**src/rtl/risc_v_mike_ifu.sv**
```systemverilog
// Instruction fetch unit: owns the fetch PC, issues one-at-a-time word fetches and buffers replies for decode.
// Optional RISC_V_MIKE_IFU_MISALIGN_TRAP_EN: a misaligned redirect target halts fetch and sets a sticky misalign_err.
module risc_v_mike_ifu #(
   parameter logic [31:0] RESET_PC   = 32'h0000_0000,
   parameter int          FIFO_DEPTH = 2
) (
   input  logic        clk,
   input  logic        rst,
   output logic        imem_req,
   output logic [31:0] imem_addr,
   input  logic        imem_gnt,
   input  logic        imem_rvalid,
   input  logic [31:0] imem_rdata,
   input  logic        redirect_valid,
   input  logic [31:0] redirect_pc,
   output logic        instr_valid,
   output logic [31:0] instr,
   output logic [31:0] instr_pc,
   input  logic        instr_ready,
   output logic        misalign_err,
   output logic [1:0]  dbg_state
);

   localparam int PW = (FIFO_DEPTH > 1) ? $clog2(FIFO_DEPTH) : 1;
   localparam int CW = $clog2(FIFO_DEPTH + 1);
   localparam logic [PW-1:0] LAST_PTR = PW'(FIFO_DEPTH - 1);
   localparam logic [CW-1:0] DEPTH_C  = CW'(FIFO_DEPTH);

   localparam logic [1:0] ST_RESET = 2'd0;
   localparam logic [1:0] ST_FETCH = 2'd1;
   localparam logic [1:0] ST_WAIT  = 2'd2;
   localparam logic [1:0] ST_FULL  = 2'd3;

   logic [31:0]   r_fetch_pc;
   logic [31:0]   r_tag_pc;
   logic          r_outstanding;
   logic          r_discard;
   logic          r_halt;
   logic [31:0]   r_fifo_pc   [FIFO_DEPTH];
   logic [31:0]   r_fifo_word [FIFO_DEPTH];
   logic [PW-1:0] r_rd_ptr;
   logic [PW-1:0] r_wr_ptr;
   logic [CW-1:0] r_count;

   logic          w_pop;
   logic          w_push;
   logic          w_grant;
   logic [CW:0]   w_credit;

   function automatic logic [PW-1:0] next_ptr(input logic [PW-1:0] p);
      return (p == LAST_PTR) ? '0 : p + 1'b1;
   endfunction

   // Handshakes: imem_req/imem_addr hold until imem_gnt; a word moves to decode when instr_valid & instr_ready.
   assign w_pop    = instr_valid & instr_ready;
   assign w_credit = {1'b0, r_count} + {{CW{1'b0}}, r_outstanding} - {{CW{1'b0}}, w_pop};
   assign imem_req = rst & ~redirect_valid & ~r_halt & (~r_outstanding | imem_rvalid)
                     & (w_credit < {1'b0, DEPTH_C});
   assign w_grant  = imem_req & imem_gnt;
   assign w_push   = imem_rvalid & ~r_discard & ~redirect_valid;

   assign imem_addr    = r_fetch_pc;
   assign instr_valid  = (r_count != '0);
   assign instr        = r_fifo_word[r_rd_ptr];
   assign instr_pc     = r_fifo_pc[r_rd_ptr];
   assign misalign_err = r_halt;

   always_ff @(posedge clk or negedge rst) begin
      if (!rst) begin
         r_fetch_pc    <= RESET_PC;
         r_tag_pc      <= '0;
         r_outstanding <= 1'b0;
         r_discard     <= 1'b0;
         r_rd_ptr      <= '0;
         r_wr_ptr      <= '0;
         r_count       <= '0;
         for (int i = 0; i < FIFO_DEPTH; i++) begin
            r_fifo_pc[i]   <= '0;
            r_fifo_word[i] <= '0;
         end
      end else if (redirect_valid) begin
         // The low PC bits are masked, so a misaligned target fetches its containing word.
         r_fetch_pc <= redirect_pc & 32'hFFFF_FFFC;
         r_count    <= '0;
         r_rd_ptr   <= '0;
         r_wr_ptr   <= '0;
         r_discard  <= r_outstanding & ~imem_rvalid;
         if (imem_rvalid) r_outstanding <= 1'b0;
      end else begin
         if (w_grant) begin
            r_fetch_pc    <= r_fetch_pc + 32'd4;
            r_tag_pc      <= r_fetch_pc;
            r_outstanding <= 1'b1;
         end else if (imem_rvalid) begin
            r_outstanding <= 1'b0;
         end
         if (imem_rvalid && r_discard) r_discard <= 1'b0;
         if (w_push) begin
            r_fifo_pc[r_wr_ptr]   <= r_tag_pc;
            r_fifo_word[r_wr_ptr] <= imem_rdata;
            r_wr_ptr              <= next_ptr(r_wr_ptr);
         end
         if (w_pop) r_rd_ptr <= next_ptr(r_rd_ptr);
         if (w_push && !w_pop)      r_count <= r_count + 1'b1;
         else if (!w_push && w_pop) r_count <= r_count - 1'b1;
      end
   end

`ifdef RISC_V_MIKE_IFU_MISALIGN_TRAP_EN
   always_ff @(posedge clk or negedge rst) begin
      if (!rst)                                             r_halt <= 1'b0;
      else if (redirect_valid && (redirect_pc[1:0] != 2'b00)) r_halt <= 1'b1;
   end
`else
   assign r_halt = 1'b0;
`endif

   always_comb begin
      dbg_state = ST_FETCH;
      if (!rst)                                          dbg_state = ST_RESET;
      else if (r_count == DEPTH_C)                       dbg_state = ST_FULL;
      else if ((r_outstanding && !imem_req) || r_halt)   dbg_state = ST_WAIT;
   end

   // The credit term in imem_req reserves a slot for every outstanding word.
   a_no_push_full: assert property (@(posedge clk) disable iff (!rst) !(w_push && (r_count == DEPTH_C)));

endmodule

```
**config.mk**
```make
export PLATFORM = sky130hd
export DESIGN_NAME = risc_v_mike_ifu
export DESIGN_NICKNAME = d
export VERILOG_FILES = /design/src/rtl/risc_v_mike_ifu.sv
export SDC_FILE = /design/constraint.sdc
export NUM_CORES = 1
export LEC_CHECK = 0
export BUFFER_PORTS_ARGS = -buffer_cell sky130_fd_sc_hd__buf_4
export CAP_MARGIN = 20
export CORE_ASPECT_RATIO = 1.25
export CORE_UTILIZATION = 32
export CTS_CLUSTER_SIZE = 16
export DETAILED_ROUTE_END_ITERATION = 10
export PLACE_DENSITY = 0.54
export SLEW_MARGIN = 20
export SYNTH_ARGS = -nofsm -noshare
export SYNTH_HDL_FRONTEND = slang
export SYNTH_SLANG_ARGS = --single-unit
```
**constraint.sdc**
```tcl
create_clock -name clk -period 4.3 [get_ports clk]
set_input_delay 0.43 -clock clk [delete_from_list [all_inputs] [get_ports clk]]
set_output_delay 0.43 -clock clk [all_outputs]
set_load 0.02 [all_outputs]
```
==> summary.md, run 1 <==
| Metric | Value |
|---|---|
| Tightest Pin Transition | `977.8 ps` |
| Max cap viols | `0` |
| CTS tree | `built` |
| Multiplexer area fraction after synthesis | `24.61%` |
| Hold slack final | `-13.03 ps` |
| Final count of negative-setup-slack endpoints | `0` |
| Post-Synth Adder-Cell Area | `less than 1%` |
| Worst setup EP type | `output port` |
| Postcts setup bufs | `0` |
| Starting Density | `32.49%` |
| Setup TNS | `0 ps` |
| Layout Nets | `about 940` |
| Port bufs | `163` |
| Critical Path, Cell by Cell | `or2_2 -> nand2_1 -> inv_1 -> ha_1 -> nand2b_1 -> fa_1 -> and3b_1 -> and3_1 -> nand2b_1 -> a21boi_0 -> buf_4` |
| Die height | `roughly 190 um` |
| Post-Route WL | `~21 mm` |
| Max Clock Skew | `approximately 10 ps` |
| Largest net degree at the start of global routing | `73` |
| Fmax achieved | `approximately 280 MHz` |
| GR met1 Demand/Resource | `20.54%` |
| Asr flop ratio synth | `100.0%` |
| Unrepaired setup endpoints after global routing | `no` |
| Layout fillers | `around 2600` |
| Initial antenna violation count | `0` |
| Critical path buffers and inverters | `2` |
| Main combinational cell family by area after synthesis | `multiplexers` |
| Share of cells above drive strength 1 | `45.36%` |
| Hold_buf cts | `0` |
| DRC Markers | `0` |
| Vias per Instance | `4.953` |
| GRT overflow | `0` |
| CP Launch Type | `flip-flop` |
| Worst-skew pair later-pin latency | `roughly 440 ps` |
| CTS resizes | `0` |
| Register area share after synthesis | `between 50% and 60%` |
| Area occupied by multi-input gates | `approximately 3700 um^2` |
| Layout area overhead | `24.66%` |
| CP peak stage delay | `about 480 ps` |
| Fin area | `between 10000 and 15000 um^2` |
| Clock transition at path regs | `80 ps` |
| DP HPWL | `between 10 and 15 mm` |
| Wire length per cell | `about 17 um` |
| Synth Area in Compound Gates | `4.579%` |
| Mapped cell area | `a little under 9000 um^2` |
| Site row count | `between 60 and 70` |
| Prevailing post-synth register cell | `dfrtp_1` |
| Die X | `149.6 um` |
| Hold crit path type | `input port to async pin` |
| Largest delay contributor family on the critical path | `simple AND/OR/NAND/NOR gates` |
| CP required | `3870 ps` |
| Gr busiest metal | `met2` |
| Cells after synthesis | `around 720` |
| ANT nets after route | `0` |
| Synthesized flop and latch total | `190` |
| # IOs | `between 150 and 200` |
| Slew HR | `a little over a third` |
| Setup WS post-layout | `around 700 ps` |
| Final-report hold violation count | `5` |
| Outcome | `complete, but fails checks` |
| Worst Setup SP | `r_count[1]` |
| Ant. Diodes | `0` |
| Crit Path Category | `flip-flop to output port` |
| First-pass GRT wire length | `33.76 mm` |
| Synth Area per Inst | `12.06 um^2` |
| Top cell by count, worst path | `nand2b_1` |
| Vias in the first global route | `~6200` |
| Tot Pwr | `6685 uW` |
| Number of flops mapped to enable cells by yosys | `0` |
| Initial DRC count | `197` |
| Worst Path Max Fanout | `8` |
| Total CTS buffers | `17` |
| H-tree levels | `4` |
| Die area | `~28000 um^2` |
| Simple-gate area share of the yosys netlist | `11.81%` |
| Tcrit/Tclk final | `83.77%` |
| Gp weighted congestion | `0.7431` |
| Drt pass-1 iters | `5` |
| Number of distinct library cells after synthesis | `54` |
| Yosys warnings | `0` |
| Synth Area in XOR/XNOR | `1.005%` |
| Placed Area | `about 10000 um^2` |
| Pre-CTS setup slack | `between 800 and 900 ps` |
| Clock root buffer | `clkbuf_16` |
| Core box area | `around 27000 um^2` |
| Register area | `4756 um^2` |
| CTS sink count | `between 150 and 200` |
| Slowest CP cell | `dfrtp_1` |
| GR Layer Usage met3 | `roughly 3.5%` |
| Pwr per Cell Area | `615.3 nW/um^2` |
| Peak supply drop | `between 0.0002 and 0.0003 V` |
| Worst reg2reg path startpoint | `r_count[1]` |
| Via count | `6087` |
| CTS max path bufs | `2` |
| Crit path time final | `about 3600 ps` |
| Worst EP arrival | `about 3200 ps` |
| Slew Viols, Final | `0` |
| Met2 usage | `25.21%` |
| Violated checks | `negative hold slack` |
| Pleak | `between 0.004 and 0.005 uW` |
| Tot GR Track Use | `between 15 and 20%` |
metal layers:
| metal | part of all wire [%] | routed length [um] |
|---|---|---|
| met1 | 45 | 9510 |
| met2 | 49 | 10200 |
| met3 | 5.0 | 1050 |
| met4 | 1.2 | 261 |
| met5 | 0 | 0 |
placed cells by master, fill, tap and decap left out, drive strengths merged, types with 2 or more instances in the layout:
| master | n |
|---|---|
| o21bai | 2 |
| clkinv | 3 |
| dfrtp | 190 |
| nand2 | 119 |
| a22oi | 6 |
| a21o | 2 |
| inv | 11 |
| nor4 | 6 |
| or4 | 5 |
| bufinv | 3 |
| a221o | 4 |
| a21boi | 2 |
| nand4 | 19 |
| and4 | 3 |
| buf | 172 |
| nand3 | 23 |
| nand2b | 5 |
| mux2 | 186 |
| or2 | 2 |
| o211ai | 5 |
| xnor2 | 4 |
| mux2i | 5 |
| nor2b | 2 |
| clkbuf | 20 |
| nor3 | 3 |
| and2 | 2 |
| a21oi | 5 |
| xor2 | 6 |
| o311ai | 3 |
| conb | 5 |
| o21ai | 18 |
| and3 | 6 |
| o31a | 2 |
| nor2 | 18 |
| ha | 2 |
cell families (layout without fill, tap and decap cells):
kind of cell	Yosys count	after routing
multiplexers	191	191
adder cells (fa/ha/maj)	3	3
buffers and inverters	53	210
AND/OR/NAND/NOR	217	217
XOR/XNOR	10	10
AO/OA/AOI/OAI	58	58
flip-flops	190	190
other	1	5
worst paths after layout:
path / end / slack [ps] / cells past startpoint
max reg2reg: imem_addr[19] / 840 / 12
min: r_fifo_pc[4] / -10 / 1
min in group clk: r_discard / 160 / 2
max in group asynchronous: r_fifo_word[29] / 2960 / 2
max: dbg_state[1] / 700 / 11
min reg2reg: r_tag_pc[21] / 490 / 2
power by group:
group          total (uW)  internal [uW]  switching, uW
Combinational        2170           1140           1020
Clock                1680            946            731
Sequential           2840           2420            421
Total                6680           4510           2180
state kept, by name, summed over array words and instances, names as in the netlist:
name / count
imem_addr: 30
r_rd_ptr: 1
r_fifo_pc: 60
r_count: 2
r_wr_ptr: 1
r_discard: 1
r_outstanding: 1
r_fifo_word: 64
r_tag_pc: 30
per-stage QoR:
stage / cells / util (%)
floorplan: 727 / -
global placement: 1197 / 38.20
detailed placement: 1197 / 38.20
CTS: 1229 / 40.50
global route: 1229 / 40.50
finish: 1229 / 40.50
cell usage after synthesis, types with 4 or more instances:
cell type	instances	area, um^2
mux2_2	186	2095
and3_1	6	37.54
nand3_1	23	115.1
dfrtp_1	190	4755
o211ai_1	5	37.54
xnor2_1	4	35.03
buf_4	6	45.04
nand2b_1	5	31.28
clkbuf_1	13	48.80
a22oi_1	6	45.04
buf_2	18	90.09
nor2_1	17	63.81
inv_1	5	18.77
buf_1	10	37.54
xor2_1	6	52.55
mux2i_1	5	50.05
o21ai_0	18	90.09
nand2_1	118	442.9
or4_1	5	37.54
a221o_1	4	40.04
a21oi_1	5	25.02
nand4_1	18	112.6
nor4_1	5	31.28
worst register-to-register path, delay by kind of cell (launching register included):
kind / cells / cell delay (ps)
buffers and inverters: 2 / 420
DFF: 1 / 480
AOI/OAI and AO/OA: 1 / 160
and+or+nand+nor: 6 / 1430
adders and majority gates: 2 / 730
muxes: 1 / 150
cell type report:
| cell class | instances | area share, % |
|---|---|---|
| sequential | 190 | 43.77 |
| multi-input combinational | 484 | 34.39 |
| timing repair buffer | 173 | 12.01 |
| clock buffer | 19 | 4.076 |
| tap | 345 | 3.973 |
| clock inverter | 13 | 1.612 |
| inverter | 5 | 0.1727 |
Power figures use the tool's default switching activity.
==> inputs of run 2 (changes only) <==
--- a/config.mk
+++ b/config.mk
@@ -11,7 +11,7 @@
 export CORE_UTILIZATION = 32
 export CTS_CLUSTER_SIZE = 16
 export DETAILED_ROUTE_END_ITERATION = 10
-export PLACE_DENSITY = 0.54
+export PLACE_DENSITY = 0.56
 export SLEW_MARGIN = 20
 export SYNTH_ARGS = -nofsm -noshare
 export SYNTH_HDL_FRONTEND = slang
==> constraint.sdc (replaced) <==
create_clock -name clk -period 3.3 [get_ports clk]
set_input_delay 0.33 -clock clk [delete_from_list [all_inputs] [get_ports clk]]
set_output_delay 0.33 -clock clk [all_outputs]
set_load 0.02 [all_outputs]
==> summary.md, run 2 (same netlist as run 1, synthesis figures left out) <==
| Metric | Value |
|---|---|
| Hold_buf cts | `0` |
| Fmax achieved | `315.3 MHz` |
| Starting Density | `32.49%` |
| Most frequent cells in the layout | `189 x dfrtp_1, 186 x mux2_2, 177 x buf_4` |
| Vias in the first global route | `6133` |
| Initial antenna violation count | `0` |
| Core box area | `approximately 27000 um^2` |
| Max Clock Skew | `just under 9 ps` |
| Worst R2R Path Depth | `12` |
| CTS tree | `built` |
| Gp weighted congestion | `~0.76` |
| GRT overflow | `0` |
| Outcome | `finished, final reports clean` |
| Regs by FF count | `r_fifo_word: 64 flops, r_fifo_pc: 60 flops` |
| Tightest Pin Transition | `about 850 ps` |
| Worst Setup SP | `r_count[0]` |
| Pleak | `approximately 0.005 uW` |
| Most common cell after layout, fill and taps aside | `dfrtp_1` |
| DP HPWL | `14.20 mm` |
| Cell internal pwr | `~5800 uW` |
| Combinational share of power | `about a third` |
| Die height | `186.5 um` |
| Clock root buffer | `clkbuf_16` |
| Hold crit path type | `input port to async pin` |
| Total CTS buffers | `17` |
| Initial DRC count | `about 210` |
| DRC Markers | `0` |
| Layout area overhead | `26.08%` |
| Slew HR | `a little over two fifths` |
| Unrepaired setup endpoints after global routing | `no` |
| Layout Nets | `roughly 950` |
| Tot GR Track Use | `between 10% and 20%` |
| R2r setup slk | `approximately 200 ps` |
| Share of cells above drive strength 1 | `46.76%` |
| Crit path time final | `~3200 ps` |
| Hold slack final | `between 70 and 80 ps` |
| Via count | `roughly 6100` |
| # IOs | `approximately 170` |
| Max cap viols | `0` |
| Critical Path Sink | `dbg_state[0]` |
| Sequential share of power | `42.4%` |
| Clock transition at path regs | `70 ps` |
| Clock power frac | `a little under a quarter` |
| Slew Viols, Final | `0` |
| H-tree levels | `4` |
| Die area | `27910 um^2` |
| Peak supply drop | `just under 0.0003 V` |
| Net Sw Frac | `32.77%` |
| CP Launch Type | `flip-flop` |
| Setup TNS | `0 ps` |
| Sw Pwr | `around 2800 uW` |
| Vias per Instance | `between 4 and 5` |
| Layout fillers | `approximately 2600` |
| Port bufs | `around 160` |
| Final count of negative-setup-slack endpoints | `0` |
| Final-report hold violation count | `0` |
| Worst-skew pair later-pin latency | `about 430 ps` |
| CTS max path bufs | `2` |
| Worst Path Max Fanout | `2` |
| Reg with most FFs | `r_fifo_word` |
| Worst reg2reg path startpoint | `r_count[0]` |
| Crit Path Category | `flip-flop to output port` |
| Worst setup EP type | `output port` |
| Wire length per cell | `~17 um` |
| CTS sink count | `190` |
| RR Endpoint | `imem_addr[31]` |
| Tcrit/Tclk final | `96.09%` |
| Post-Route WL | `~21 mm` |
| Site row count | `67` |
| Die X | `~150 um` |
| Pwr per Cell Area | `786.8 nW/um^2` |
| Largest net degree at the start of global routing | `79` |
| First-pass GRT wire length | `roughly 34 mm` |
| Worst EP arrival | `2840 ps` |
| Drt pass-1 iters | `4` |
| ANT nets after route | `0` |
| Ant. Diodes | `0` |
| CP required | `~3000 ps` |
| Largest register FFs | `64` |
## run 2: cell count changes in the layout (fill, tap and decap cells not counted), moves of 2 or more
cell | previous run | this run
buf_12 | 0 | 3
buf_4 | 172 | 177
buf_6 | 0 | 2
clkinv_4 | 2 | 4
inv_6 | 5 | 3
## run 2: how the worst min path moves through the flow
| stage | end | slack [ps] | cells past startpoint |
|---|---|---|---|
| 3_3_place_gp | r_tag_pc[20] | 480 | 2 |
| 5_1_grt | r_discard | 70 | 2 |
| 4_1_cts | r_discard | 70 | 2 |
| 2_1_floorplan | imem_addr[10] | 30 | 0 |
| 3_5_place_dp | r_tag_pc[8] | 480 | 2 |
| 6_report | r_fifo_word[49] | 80 | 2 |
## run 2: repair_timing
| item | in CTS | in global routing |
|---|---|---|
| gates resized for setup | 4 | 6 |
| cloned | 0 | 0 |
| buffers inserted | 1 | 0 |
| setup endpoints to repair | 10 | 7 |
| pin swaps | 1 | 1 |
| hold endpoints to repair | 0 | 0 |
## run 2: area by class of cell
class | count | area [um^2] | share of cell area (%)
tap | 345 | 431.7 | 3.928
sequential | 190 | 4756 | 43.28
multi-input combinational | 484 | 3771 | 34.32
clock buffer | 18 | 429.2 | 3.905
clock inverter | 14 | 157.7 | 1.435
timing repair buffer | 183 | 1425 | 12.97
inverter | 5 | 18.77 | 0.1708
## run 2: power by group through the flow
stage	Sequential (uW)	Combinational, uW	Clock, uW
after floorplan	3580	1890	0
after global placement	3700	2910	0
after detailed placement	3720	2940	0
after CTS	3680	2960	2160
after global routing	3800	3150	2240
final	3670	2910	2070
## run 2: per-layer routing
layer / part of all wire [%] / global-route usage [%] / vias up
li1: - / - / 2879
met1: 45 / 20.53 / 3073
met2: 49 / 25.89 / 152
met3: 4.9 / 3.276 / 12
met4: 0.92 / 3.885 / 0
met5: 0 / 0 / -
## run 2: per-stage QoR
step	total power, uW	cells	instance area [um^2]	util (%)	setup slack, ps
2_1_floorplan	5469	727	8731	-	29.33
3_3_place_gp	6604	1206	10350	38.59	-21.49
3_5_place_dp	6661	1206	10350	38.59	-48.66
4_1_cts	8789	1239	10960	40.86	21.49
5_1_grt	9191	1239	10990	40.97	8.177
6_report	8646	1239	10990	40.97	128.9
## run 2: worst max-delay path: stages, from the launching register on
cell,delay (ps)
dfrtp_1,380
or2_4,250
nand2_2,70
inv_1,40
ha_1,250
nand2b_1,150
fa_1,480
and3b_1,180
and3_4,190
nand2b_4,130
a21oi_2,30
nor2b_1,110
buf_4,150
